==> config.mk <==
export PLATFORM = sky130hd
export DESIGN_NAME = fetch_ctrl_flat
export DESIGN_NICKNAME = d
export VERILOG_FILES = /design/src/rtl/fetch_ctrl_pkg.sv /design/src/rtl/fetch_ctrl_if.sv /design/src/rtl/fetch_ctrl_sat_cnt8.sv /design/src/rtl/fetch_ctrl.sv /design/src/flat_wrapper.sv
export SDC_FILE = /design/constraint.sdc
export NUM_CORES = 1
export LEC_CHECK = 0
export BUFFER_PORTS_ARGS = -buffer_cell sky130_fd_sc_hd__buf_2
export CAP_MARGIN = 20
export CORE_UTILIZATION = 50
export CTS_CLUSTER_DIAMETER = 150
export DETAILED_ROUTE_END_ITERATION = 10
export GPL_ROUTABILITY_DRIVEN = 0
export GPL_TIMING_DRIVEN = 0
export PLACE_DENSITY = 0.84
export SLEW_MARGIN = 20
export SYNTH_ARGS = -nofsm -noshare
export SYNTH_HDL_FRONTEND = slang
export SYNTH_SLANG_ARGS = --single-unit
==> constraint.sdc <==
create_clock -name clk -period 5 [get_ports clk]
set_input_delay 0.5 -clock clk [delete_from_list [all_inputs] [get_ports clk]]
set_output_delay 0.5 -clock clk [all_outputs]
set_load 0.05 [all_outputs]
==> src/rtl/fetch_ctrl_pkg.sv <==
// Shared types and constants for the fetch controller: FSM state encoding and
// the default wrong-path squash length.
package fetch_ctrl_pkg;

    typedef enum logic [1:0] {
        ST_RUN    = 2'd0,
        ST_STALL  = 2'd1,
        ST_SQUASH = 2'd2,
        ST_HALTED = 2'd3
    } state_e;

    localparam int FLUSH_CYCLES_DEF = 2;
    localparam int SQ_CNT_W         = 8;

endpackage

==> src/rtl/fetch_ctrl_if.sv <==
// Control bundle between the fetch controller and the rest of the pipeline
// (branch/hazard/decode inputs, PC and flush controls out).
interface fetch_ctrl_if;
    logic        br_taken;
    logic [15:0] br_target;
    logic        hlt_instr;
    logic        stall_req;
    logic        mem_busy;
    logic        pc_hold;
    logic        pc_src;
    logic [15:0] pc_target;
    logic        flush_if;
    logic        flush_id;
    logic        halted;
    logic [7:0]  stall_cycles;

    modport master (
        output br_taken, br_target, hlt_instr, stall_req, mem_busy,
        input  pc_hold, pc_src, pc_target, flush_if, flush_id, halted, stall_cycles
    );

    modport slave (
        input  br_taken, br_target, hlt_instr, stall_req, mem_busy,
        output pc_hold, pc_src, pc_target, flush_if, flush_id, halted, stall_cycles
    );
endinterface

==> src/rtl/fetch_ctrl_sat_cnt8.sv <==
// 8-bit up counter that sticks at 8'hFF instead of wrapping.
module sat_cnt8 (
    input  logic       clk,
    input  logic       rst_n,
    input  logic       en,
    output logic [7:0] cnt
);

    always_ff @(posedge clk or negedge rst_n) begin
        if (!rst_n)
            cnt <= 8'h00;
        else if (en && cnt != 8'hFF)
            cnt <= cnt + 8'h01;
    end

endmodule

==> src/rtl/fetch_ctrl.sv <==
// Fetch controller: arbitrates branch redirect, halt and stall for the PC and
// squashes wrong-path instructions in IF/ID and ID/EX after a taken branch.
module fetch_ctrl
    import fetch_ctrl_pkg::*;
#(
    parameter int FLUSH_CYCLES = FLUSH_CYCLES_DEF
) (
    input logic         clk,
    input logic         rst_n,
    fetch_ctrl_if.slave bus
);

    localparam logic [SQ_CNT_W-1:0] SQ_LOAD = SQ_CNT_W'(FLUSH_CYCLES - 1);

    state_e              state;
    logic [SQ_CNT_W-1:0] sq_cnt;
    logic                halted_q;

    logic        pc_hold;
    logic        pc_src;
    logic [15:0] pc_target;
    logic        flush;
    logic        run_like;
    logic        hold_req;

    assign run_like = (state == ST_RUN) || (state == ST_STALL);
    assign hold_req = bus.stall_req || bus.mem_busy;

    // Redirect beats halt beats stall; SQUASH ignores branch/halt since they
    // come from wrong-path instructions.
    always_comb begin
        pc_hold   = 1'b0;
        pc_src    = 1'b0;
        pc_target = 16'h0000;
        flush     = 1'b0;
        case (state)
            ST_RUN, ST_STALL: begin
                if (bus.br_taken) begin
                    pc_src    = 1'b1;
                    pc_target = bus.br_target;
                    flush     = 1'b1;
                end else if (bus.hlt_instr || hold_req) begin
                    pc_hold = 1'b1;
                end
            end
            ST_SQUASH: begin
                flush   = 1'b1;
                pc_hold = bus.mem_busy;
            end
            ST_HALTED: pc_hold = 1'b1;
            default: ;
        endcase
    end

    // The resolve cycle itself counts toward the squash length, so SQUASH
    // exits once the counter has stepped down through 1.
    always_ff @(posedge clk or negedge rst_n) begin
        if (!rst_n) begin
            state    <= ST_RUN;
            sq_cnt   <= '0;
            halted_q <= 1'b0;
        end else begin
            case (state)
                ST_RUN, ST_STALL: begin
                    if (bus.br_taken) begin
                        state  <= ST_SQUASH;
                        sq_cnt <= SQ_LOAD;
                    end else if (bus.hlt_instr) begin
                        state    <= ST_HALTED;
                        halted_q <= 1'b1;
                    end else if (hold_req) begin
                        state <= ST_STALL;
                    end else begin
                        state <= ST_RUN;
                    end
                end
                ST_SQUASH: begin
                    if (sq_cnt != '0)
                        sq_cnt <= sq_cnt - 1'b1;
                    if (sq_cnt <= SQ_CNT_W'(1) && !bus.mem_busy)
                        state <= ST_RUN;
                end
                ST_HALTED: ;
                default: state <= ST_RUN;
            endcase
        end
    end

    sat_cnt8 u_stall_cnt (
        .clk   (clk),
        .rst_n (rst_n),
        .en    (pc_hold && run_like),
        .cnt   (bus.stall_cycles)
    );

    assign bus.pc_hold   = pc_hold;
    assign bus.pc_src    = pc_src;
    assign bus.pc_target = pc_target;
    assign bus.flush_if  = flush;
    assign bus.flush_id  = flush;
    assign bus.halted    = halted_q;

endmodule
==> src/flat_wrapper.sv <==
// flat-port wrapper written by rule: the top's interface ports become plain ports
module fetch_ctrl_flat import fetch_ctrl_pkg::*;
#(
    parameter int FLUSH_CYCLES = FLUSH_CYCLES_DEF
)
  (clk, rst_n, bus_br_taken, bus_br_target, bus_hlt_instr, bus_stall_req, bus_mem_busy, bus_pc_hold, bus_pc_src, bus_pc_target, bus_flush_if, bus_flush_id, bus_halted, bus_stall_cycles);
  fetch_ctrl_if bus_i ();
  input logic clk;
  input logic rst_n;
  input wire logic [$bits(bus_i.br_taken)-1:0] bus_br_taken;
  input wire logic [$bits(bus_i.br_target)-1:0] bus_br_target;
  input wire logic [$bits(bus_i.hlt_instr)-1:0] bus_hlt_instr;
  input wire logic [$bits(bus_i.stall_req)-1:0] bus_stall_req;
  input wire logic [$bits(bus_i.mem_busy)-1:0] bus_mem_busy;
  output wire logic [$bits(bus_i.pc_hold)-1:0] bus_pc_hold;
  output wire logic [$bits(bus_i.pc_src)-1:0] bus_pc_src;
  output wire logic [$bits(bus_i.pc_target)-1:0] bus_pc_target;
  output wire logic [$bits(bus_i.flush_if)-1:0] bus_flush_if;
  output wire logic [$bits(bus_i.flush_id)-1:0] bus_flush_id;
  output wire logic [$bits(bus_i.halted)-1:0] bus_halted;
  output wire logic [$bits(bus_i.stall_cycles)-1:0] bus_stall_cycles;
  assign bus_i.br_taken = bus_br_taken;
  assign bus_i.br_target = bus_br_target;
  assign bus_i.hlt_instr = bus_hlt_instr;
  assign bus_i.stall_req = bus_stall_req;
  assign bus_i.mem_busy = bus_mem_busy;
  assign bus_pc_hold = bus_i.pc_hold;
  assign bus_pc_src = bus_i.pc_src;
  assign bus_pc_target = bus_i.pc_target;
  assign bus_flush_if = bus_i.flush_if;
  assign bus_flush_id = bus_i.flush_id;
  assign bus_halted = bus_i.halted;
  assign bus_stall_cycles = bus_i.stall_cycles;
  fetch_ctrl #(.FLUSH_CYCLES(FLUSH_CYCLES)) u_core (.clk(clk), .rst_n(rst_n), .bus(bus_i));
endmodule
After elaboration in Yosys (flattened, before gate mapping)

Cells that the tools add are included.

Flip-flop bits (word level): 19

Bitwise gates (word level): 1
$lt $le $gt $ge: 1
Equality and inequality tests: 7
Reduce and logical (&&, ||, !) cells: 14
Add/sub/neg operators: 2
Muxes and demuxes: 16

Operator list:

| kind                                                           | count |
|---|---|
| two-way mux 16 bit                                             | 2 |
| two-way mux 8 bit                                              | 2 |
| one-hot mux 8 bit (2 select lines)                             | 1 |
| adder 8 x 1 -> 8 bit, second input constant                    | 1 |
| less-or-equal comparator 8 x 1 -> 1 bit, second input constant | 1 |
| != test 8 bit, second input constant                           | 1 |
| nonzero test 8 bit                                             | 1 |
| subtractor 8 x 1 -> 8 bit, second input constant               | 1 |
| two-way mux 2 bit                                              | 3 |
| AND reduction 3 bit                                            | 2 |
| two-way mux 1 bit                                              | 5 |
| == test 2 bit, second input constant                           | 2 |
| != test 2 x 1 -> 1 bit, second input constant                  | 2 |
| one-hot mux 2 bit (2 select lines)                             | 1 |
| logical AND 1 bit                                              | 3 |
| logical OR 1 bit                                               | 3 |
| one-hot mux 1 bit (3 select lines)                             | 1 |
| == test 2 x 1 -> 1 bit, second input constant                  | 1 |
| zero test 2 bit                                                | 1 |
| != test 2 bit, second input constant                           | 1 |
| one-hot mux 1 bit (2 select lines)                             | 1 |
| AND reduction 2 bit                                            | 1 |
| nonzero test 2 bit                                             | 1 |
| OR reduction 2 bit                                             | 1 |
| other kinds (2)                                                | 2 |

Logic depth before layout (Yosys ltp)

Gate-level depths: netlist of run 1.

Word-level depth: 7
Mapped depth: 6
Depth with buffers taken out: 6

Modules after synthesis

Synthesis of run 1 repeated with hierarchy kept, for this count alone.

Cell total of the unflattened synthesis: 115
Area, all modules: 1,116.1 um^2

Modules (own cells, without submodules):

| module     | times used | cells each | area each (um^2) | sequential area each (um^2) |
|---|---|---|---|---|
| fetch_ctrl | 1          | 81         | 708.2            | 275.3 |
| sat_cnt8   | 1          | 34         | 407.9            | 200.2 |

Worst setup path after synthesis of run 1

Ideal clock, no wire load.

Path kind: register to output
From: reg u_core.state[1]
To: out bus_pc_target[11]
Path buffers: 2
Arrival: 1.984 ns
Stages on the path, launching flop included: 5
Path slack: 2.516 ns
Data required time: 4.500 ns
Cell sequence: dfrtp_1 > clkbuf_1 > nor2b_1 > clkbuf_1 > and2_1

Longest elaborated chain between the ends: 3
Elaborated cells between the ends (all ways): 4
Those cells by class: eq/ne: 1; mux: 1; reduce/logical: 2

Ends and longest elaborated chain:

| element                                                          | line               | RTL |
|---|---|---|
| from (decl)                                                      | fetch_ctrl.sv:15   | `state_e state;` |
| from (signal assigned)                                           | fetch_ctrl.sv:59   | `state <= ST_RUN;` |
| from (signal assigned)                                           | fetch_ctrl.sv:66   | `state <= ST_SQUASH;` |
| from (signal assigned)                                           | fetch_ctrl.sv:69   | `state <= ST_HALTED;` |
| == test 2 x 1 -> 1 bit / zero test 2 bit (equally long branches) | fetch_ctrl.sv:36   | `case (state)` |
| OR reduction 2 bit (*)                                           | fetch_ctrl.sv:36   |  |
| two-way mux 16 bit (*)                                           | fetch_ctrl.sv:36   |  |
| to (decl)                                                        | flat_wrapper.sv:17 | `output wire logic [$bits(bus_i.pc_target)-1:0] bus_pc_target;` |

Every way passes the cells marked *; elsewhere a longest branch is shown, timed or not.

Worst setup path in the final report of run 1

From: reg u_core.state[1]
To: out bus_pc_target[12]

The elaborated chain is that of the path after synthesis.

==> results of run 1 <==
==> power breakdown <==
| part | internal [mW] | total [mW] | leakage, nW | switching, mW |
|---|---|---|---|---|
| clock network | 0.0310 | 0.0780 | 0.0150 | 0.0469 |
| logic | 0.111 | 0.321 | 0.490 | 0.210 |
| registers | 0.203 | 0.266 | 0.234 | 0.0630 |
| total | 0.345 | 0.665 | 0.739 | 0.320 |
==> worst max path at each step <==
stage / cells past startpoint / slack [ps] / endpoint / from
finish: 5 / 2380 / bus_pc_target[12] / u_core.state[1]
global route: 5 / 2160 / bus_pc_target[12] / u_core.state[1]
CTS: 5 / 2350 / bus_pc_target[12] / u_core.state[1]
detailed placement: 5 / 2650 / bus_pc_target[12] / bus_br_taken
global placement: 5 / 2660 / bus_pc_target[12] / bus_br_taken
floorplan: 4 / 2520 / bus_pc_target[11] / u_core.state[1]
==> state kept, by name, indices dropped and copies added (netlist names) <==
name and count:
u_core.state 2, u_core.u_stall_cnt.cnt 8, u_core.bus.halted 1, u_core.sq_cnt 8
==> cells by family after synthesis <==
family | count (synthesis)
simple gates | 71
mux | 5
xor+xnor | 5
fa+ha+maj | 3
flops | 19
buf+inv | 10
compound gates | 15
==> per-layer routing <==
metal,GRT usage,up-vias,wire length [um]
li1,-,551,-
met1,0.302,520,1130
met2,0.419,48,1340
met3,0.0525,4,191
met4,0.100,0,27
met5,0,-,0
==> cells in the mapped netlist, types with 3 or more instances <==
cell type / number / area (um2)
nand3_1: 3 / 15.0
nand2_1: 9 / 33.8
dfrtp_1: 19 / 475
a21oi_1: 6 / 30.0
and2_1: 18 / 113
inv_1: 5 / 18.8
nor3_1: 11 / 55.1
xor2_1: 3 / 26.3
ha_1: 3 / 37.5
nor4_1: 4 / 25.0
nor2_1: 12 / 45.0
mux2_2: 3 / 33.8
clkbuf_1: 4 / 15.0
==> final cells by class <==
class / instances / area share
buffer: 5 / 0.0156
sequential: 19 / 0.329
timing repair buffer: 50 / 0.173
inverter: 5 / 0.0130
clock buffer: 4 / 0.0182
multi-input combinational: 99 / 0.428
tap: 27 / 0.0234
==> metrics by stage <==
step	area, um2	power [mW]	std cells	util	worst slack (ps)
finish	1450	0.665	209	0.708	2380
CTS	1450	0.669	209	0.708	2350
global placement	1420	0.571	205	0.695	2660
detailed placement	1420	0.587	205	0.695	2650
global route	1450	0.715	209	0.708	2160
floorplan	1140	0.505	128	-	2520
==> impl_metrics.csv, run 1 <==
group,metric,value,unit
floorplan,fp-row-count,16,
floorplan,die_h,49.7,um
synth,synth_compound_area_frac,0.0903,
synth,synthSimpleGateAreaFrac,0.336,
global_routing,grt_pass1_vias,1060,
critical_path,end_kind,"output pin",
critical_path,critical_path_class,"flip-flop to output pin",
power,powerDensity,460,nW/um2
layout,filler_cell_count,185,
critical_path,start_kind,"flip-flop",
synth,synth_fa_ha_area_frac,0.0330,
place,dp_hpwl,2140,um
synth,async_flop_share,1.00,
clock_network,insertion_delay,290,ps
sta,rsz0062_at_grt,"false",
critical_path,cp.arrival,2120,ps
global_routing,grt_pass1_wl,4630,um
layout,fin_nets,208,
layout,final_cell_mix,"buf_2, dfrtp_1, and2_1",
clock_network,clk_pin_slew,110,ps
sta,fmax,382,MHz
synth,ys_warn_count,0,
outcome,outcome,"complete, no violations",
power,p_leak,0.739,nW
detailed_routing,vias,1123,
sta,setup_viol,0,
critical_path,crit_family,"buffers and inverters",
synth,muxShareOfSynthArea,0.0474,
layout,antenna_cells,0,
critical_path,crit_fanout,10,
worst_hold_path,hp-class,"input pin to async pin",
synth,synth-edff-count,0,
detailed_routing,wl_per_cell,12.9,um
critical_path,cp_common_cell,"clkbuf_1",
layout,multiInputGateArea,619,um2
global_routing,grtUsageTotal,0.247,
detailed_routing,antenna_left,0,
detailed_routing,remaining_drc_errors,0,
floorplan,start_util,0.556,
sta,hold_viol_final,0,
synth,syn_avg_cell_area,8.88,um2
sta,slew_violations,0,
sta,fin_crit_sh,0.524,
critical_path,crit_chain,"clkbuf_1 -> nor2b_1 -> clkbuf_1 -> and2_1 -> buf_2",
floorplan,die_x,49.7,um
critical_path,reg2reg_slack,3200,ps
critical_path,r2r_end,"u_core.u_stall_cnt.cnt[7]",
floorplan,boundaryPins,51,
sta,holdWs,120,ps
global_routing,grt_max_degree,20,
layout,regArea,475,um2
layout,final_common_cell,"buf_2",
sta,skew,5.44,ps
clock_network,cts_tree,"done",
synth,ys_ff_latch,19,
clock_network,htree_levels,1,
synth,synth_cells,128,
synth,netlist_area,1140,um2
clock_network,post_cts_buffers,0,
critical_path,slowest_delay,410,ps
clock_network,cts_root_buf,"clkbuf_4",
layout,areaGrowthSynthToFinish,27.3,%
synth,synth_top_family_by_area,"simple AND/OR/NAND/NOR gates",
layout,drive_gt1_frac,0.335,
synth,synth_xor_area_frac,0.0385,
detailed_routing,dr.pass1.iters,4,
synth,yosysSeqAreaShare,0.419,
critical_path,cpMaxStageDelayCell,"nor2b_1",
detailed_routing,viasPerCell,5.37,
global_routing,antenna_found_initial,0,
run,max-cap-violations,0,
place,io_buffers,50,
sta,setup-tns-final,0,ps
global_routing,gr-total-overflow,0,
critical_path,crit_buf_inv,3,
clock_network,ctsHoldBuffers,0,
sta,fin_crit,2620,ps
power,ir_drop,0.362,mV
synth,yosysUniqueCellTypes,33,
sta,worst_slew_pin_slew,781,ps
detailed_routing,routed_wl,2690,um
synth,synth_flop_cell,"dfrtp_1",
critical_path,reg2regPathDepth,4,
critical_path,required,4500,ps
clock_network,cts_made_buffers,3,
detailed_routing,drt_iter0_drc,29,
critical_path,reg2reg_from,"u_core.state[1]",
clock_network,cts.sinks,19,
synth,synth_fp_nets,153,
clock_network,cts_buffer_depth,2,
floorplan,core_area,2040,um2
floorplan,die_area,2470,um2
clock_network,cts_resized,0,
sta,slew_headroom,0.475,
No activity file was read; power rests on OpenSTA's default activity.
==> run 2, diff against run 1 <==
--- a/config.mk
+++ b/config.mk
@@ -5,14 +5,15 @@
 export SDC_FILE = /design/constraint.sdc
 export NUM_CORES = 1
 export LEC_CHECK = 0
+export ABC_AREA = 1
 export BUFFER_PORTS_ARGS = -buffer_cell sky130_fd_sc_hd__buf_2
 export CAP_MARGIN = 20
-export CORE_UTILIZATION = 50
+export CORE_UTILIZATION = 44
 export CTS_CLUSTER_DIAMETER = 150
 export DETAILED_ROUTE_END_ITERATION = 10
 export GPL_ROUTABILITY_DRIVEN = 0
 export GPL_TIMING_DRIVEN = 0
-export PLACE_DENSITY = 0.84
+export PLACE_DENSITY = 0.76
 export SLEW_MARGIN = 20
 export SYNTH_ARGS = -nofsm -noshare
 export SYNTH_HDL_FRONTEND = slang
==> constraint.sdc (replaced) <==
create_clock -name clk -period 2.3 [get_ports clk]
set_input_delay 0.23 -clock clk [delete_from_list [all_inputs] [get_ports clk]]
set_output_delay 0.23 -clock clk [all_outputs]
set_load 0.05 [all_outputs]
==> run 2 against run 1 <==
Effect of this change:
- area after synthesis is 18% higher
- register-to-register slack worse by 2400 ps
- combinational power increased to 4.7 times the previous value
- non-clock buffer count stayed put
- global-route usage is 6.2 points lower
- worst hold slack better by 71 ps
==> impl_metrics.csv, run 2 <==
group,metric,value,unit
power,p_seq_frac,0.246,
floorplan,core_area,2830,um2
sta,slew_violations,0,
layout,areaGrowthSynthToFinish,23.9,%
layout,antenna_cells,0,
sta,skew,0.765,ps
clock_network,clk_pin_slew,120,ps
synth,synth_fp_nets,215,
synth,synth-edff-count,0,
global_routing,grt_pass1_vias,1147,
sta,slew_headroom,0.715,
synth,yosys-top-cells-area,"dfrtp_1, nand2_1, nor2_1",
critical_path,start_kind,"flip-flop",
power,power.switching,1.29,mW
detailed_routing,wl_per_cell,9.77,um
synth,synth_most_common_cell,"nand2_1",
layout,postLayoutCellArea,1670,um2
critical_path,reg2reg_from,"u_core.sq_cnt[0]",
detailed_routing,routed_wl,2690,um
power,p_int,0.935,mW
synth,yosysUniqueCellTypes,30,
synth,synth_top_area_frac,0.354,
critical_path,critical_path_class,"flip-flop to output pin",
critical_path,reg2reg_slack,770,ps
power,swShare,0.580,
clock_network,insertion_delay,310,ps
clock_network,cts_tree,"done",
detailed_routing,vias,1289,
sta,setup_viol,0,
clock_network,post_cts_buffers,0,
detailed_routing,drt_iter0_drc,17,
floorplan,start_util,0.475,
detailed_routing,remaining_drc_errors,0,
power,ir_drop,0.923,mV
global_routing,grtUsageTotal,0.185,
sta,rsz0062_at_grt,"false",
floorplan,die_x,57.3,um
synth,synth_commonest_cells,"nand2_1, nor2_1, dfrtp_1, inv_1, nand3_1",
clock_network,cts_root_buf,"clkbuf_4",
place,dp_hpwl,2080,um
synth,yosysSeqAreaShare,0.354,
place,place_area,1630,um2
synth,async_flop_share,1.00,
clock_network,htree_levels,1,
worst_hold_path,hp-class,"input pin to flip-flop",
sta,fmax,548,MHz
sta,worst_slew_pin_slew,428,ps
global_routing,grt_max_degree,20,
worst_hold_path,hp-start,"bus_stall_req",
layout,reg_top3,"u_core.sq_cnt (8), u_core.u_stall_cnt.cnt (8), u_core.state (2)",
sta,fin_crit_sh,0.794,
layout,fin_nets,270,
synth,syn_avg_cell_area,7.07,um2
layout,filler_cell_count,271,
critical_path,required,2070,ps
floorplan,die_h,57.3,um
place,io_buffers,49,
power,powerDensity,1340,nW/um2
sta,fin_crit,1830,ps
critical_path,end_kind,"output pin",
clock_network,cts_buffer_depth,2,
critical_path,crit_fanout,10,
sta,holdWs,191,ps
floorplan,boundaryPins,51,
power,clkPwrFrac,0.081,
synth,netlist_area,1340,um2
detailed_routing,dr.pass1.iters,4,
critical_path,r2r_end,"u_core.sq_cnt[1]",
floorplan,die_area,3280,um2
synth,ys_ff_latch,19,
worst_hold_path,min_path_cells,3,
run,max-cap-violations,0,
critical_path,crit_chain,"buf_6 -> nor2_8 -> inv_1 -> nand2_1 -> buf_4 -> buf_2",
synth,synth_flop_cell,"dfrtp_1",
critical_path,cp.arrival,1600,ps
critical_path,cpMaxStageDelayCell,"dfrtp_1",
detailed_routing,antenna_left,0,
layout,final_cell_mix,"nand2_1, buf_2, nor2_1",
outcome,outcome,"complete, no violations",
worst_hold_path,min_to,"u_core.state[0]",
layout,final_common_cell,"nand2_1",
synth,synth_area_leader_cell,"dfrtp_1",
layout,regArea,475,um2
clock_network,cts_made_buffers,3,
power,pwr-share-comb,0.672,
sta,setup-tns-final,0,ps
floorplan,fp-row-count,19,
power,p_leak,0.949,nW
detailed_routing,viasPerCell,4.69,
layout,drive_gt1_frac,0.307,
global_routing,grt_pass1_wl,4750,um
global_routing,gr-total-overflow,0,
clock_network,cts.sinks,19,
synth,synth_cells,190,
synth,ys_warn_count,0,
layout,multiInputGateArea,763,um2
global_routing,antenna_found_initial,0,
sta,hold_viol_final,0,
critical_path,slowest_delay,430,ps
critical_path,reg2regPathDepth,7,
clock_network,cts_resized,0,
## run 2: cell count changes after synthesis, sizes merged, moves of 3 or more
cell    previous run  this run
inv                5        19
a21oi              6         2
buf                1         4
and2              18         0
nand2              9        64
mux2               3         0
o21ai              1        13
clkbuf             4         1
nand3              3         8
nor3              11         1
nor2              12        43
xor2               3         6
nor4               4         0
## run 2: cell families (layout without fill, tap and decap cells)
family,Yosys count,after routing,share of synthesized area
AOI/OAI and AO/OA,17,17,0.0847
and+or+nand+nor,119,119,0.403
DFF,19,19,0.354
buffers and inverters,24,78,0.0782
xor gates and xnor gates,8,8,0.0521
adders and majority gates,3,3,0.0279
## run 2: through the flow
step                utilization  worst slack [ps]  cells  total power [mW]
finish                    0.589               474    275              2.23
detailed placement        0.575               807    270              2.06
CTS                       0.589               458    275              2.25
floorplan                     -               475    190              1.76
global placement          0.575               805    270              2.04
global route              0.589               393    275              2.41
## run 2: cell type report
type,instances,share of cell area
inverter,19,0.0443
clock inverter,1,0.00301
sequential,19,0.285
timing repair buffer,50,0.153
multi-input combinational,147,0.458
clock buffer,3,0.0135
buffer,5,0.0188
tap,31,0.0233
## run 2: worst max-delay path: cells and delay by family, from the launching register on
family	cells	cell delay, ps
buf+inv	4	610
flops	1	430
simple gates	2	250
## run 2: power groups by stage
stage,logic [mW],clock network [mW],registers [mW]
floorplan,1.05,0,0.711
global placement,1.49,0,0.551
detailed placement,1.50,0,0.556
CTS,1.51,0.187,0.549
global route,1.64,0.200,0.567
finish,1.50,0.182,0.549
## run 2: routing by layer
layer  part of all wire  track usage
met5                  0            0
met4              0.020       0.0836
met3              0.054       0.0159
met2               0.45        0.313
met1               0.48        0.241
## run 2: what timing repair did
item	4_1_cts	5_1_grt
endpoints found under the hold margin	19	0
setup endpoints to repair	0	0
hold buffers	1	0
## run 2: worst max path at each step
stage | start | end | cells past startpoint
after floorplan | u_core.state[1] | bus_flush_if | 5
after global placement | u_core.sq_cnt[1] | u_core.sq_cnt[1] | 7
after detailed placement | u_core.sq_cnt[0] | u_core.sq_cnt[2] | 7
after CTS | u_core.state[1] | bus_flush_if | 6
after global routing | u_core.state[1] | bus_flush_if | 6
final | u_core.state[1] | bus_flush_if | 6
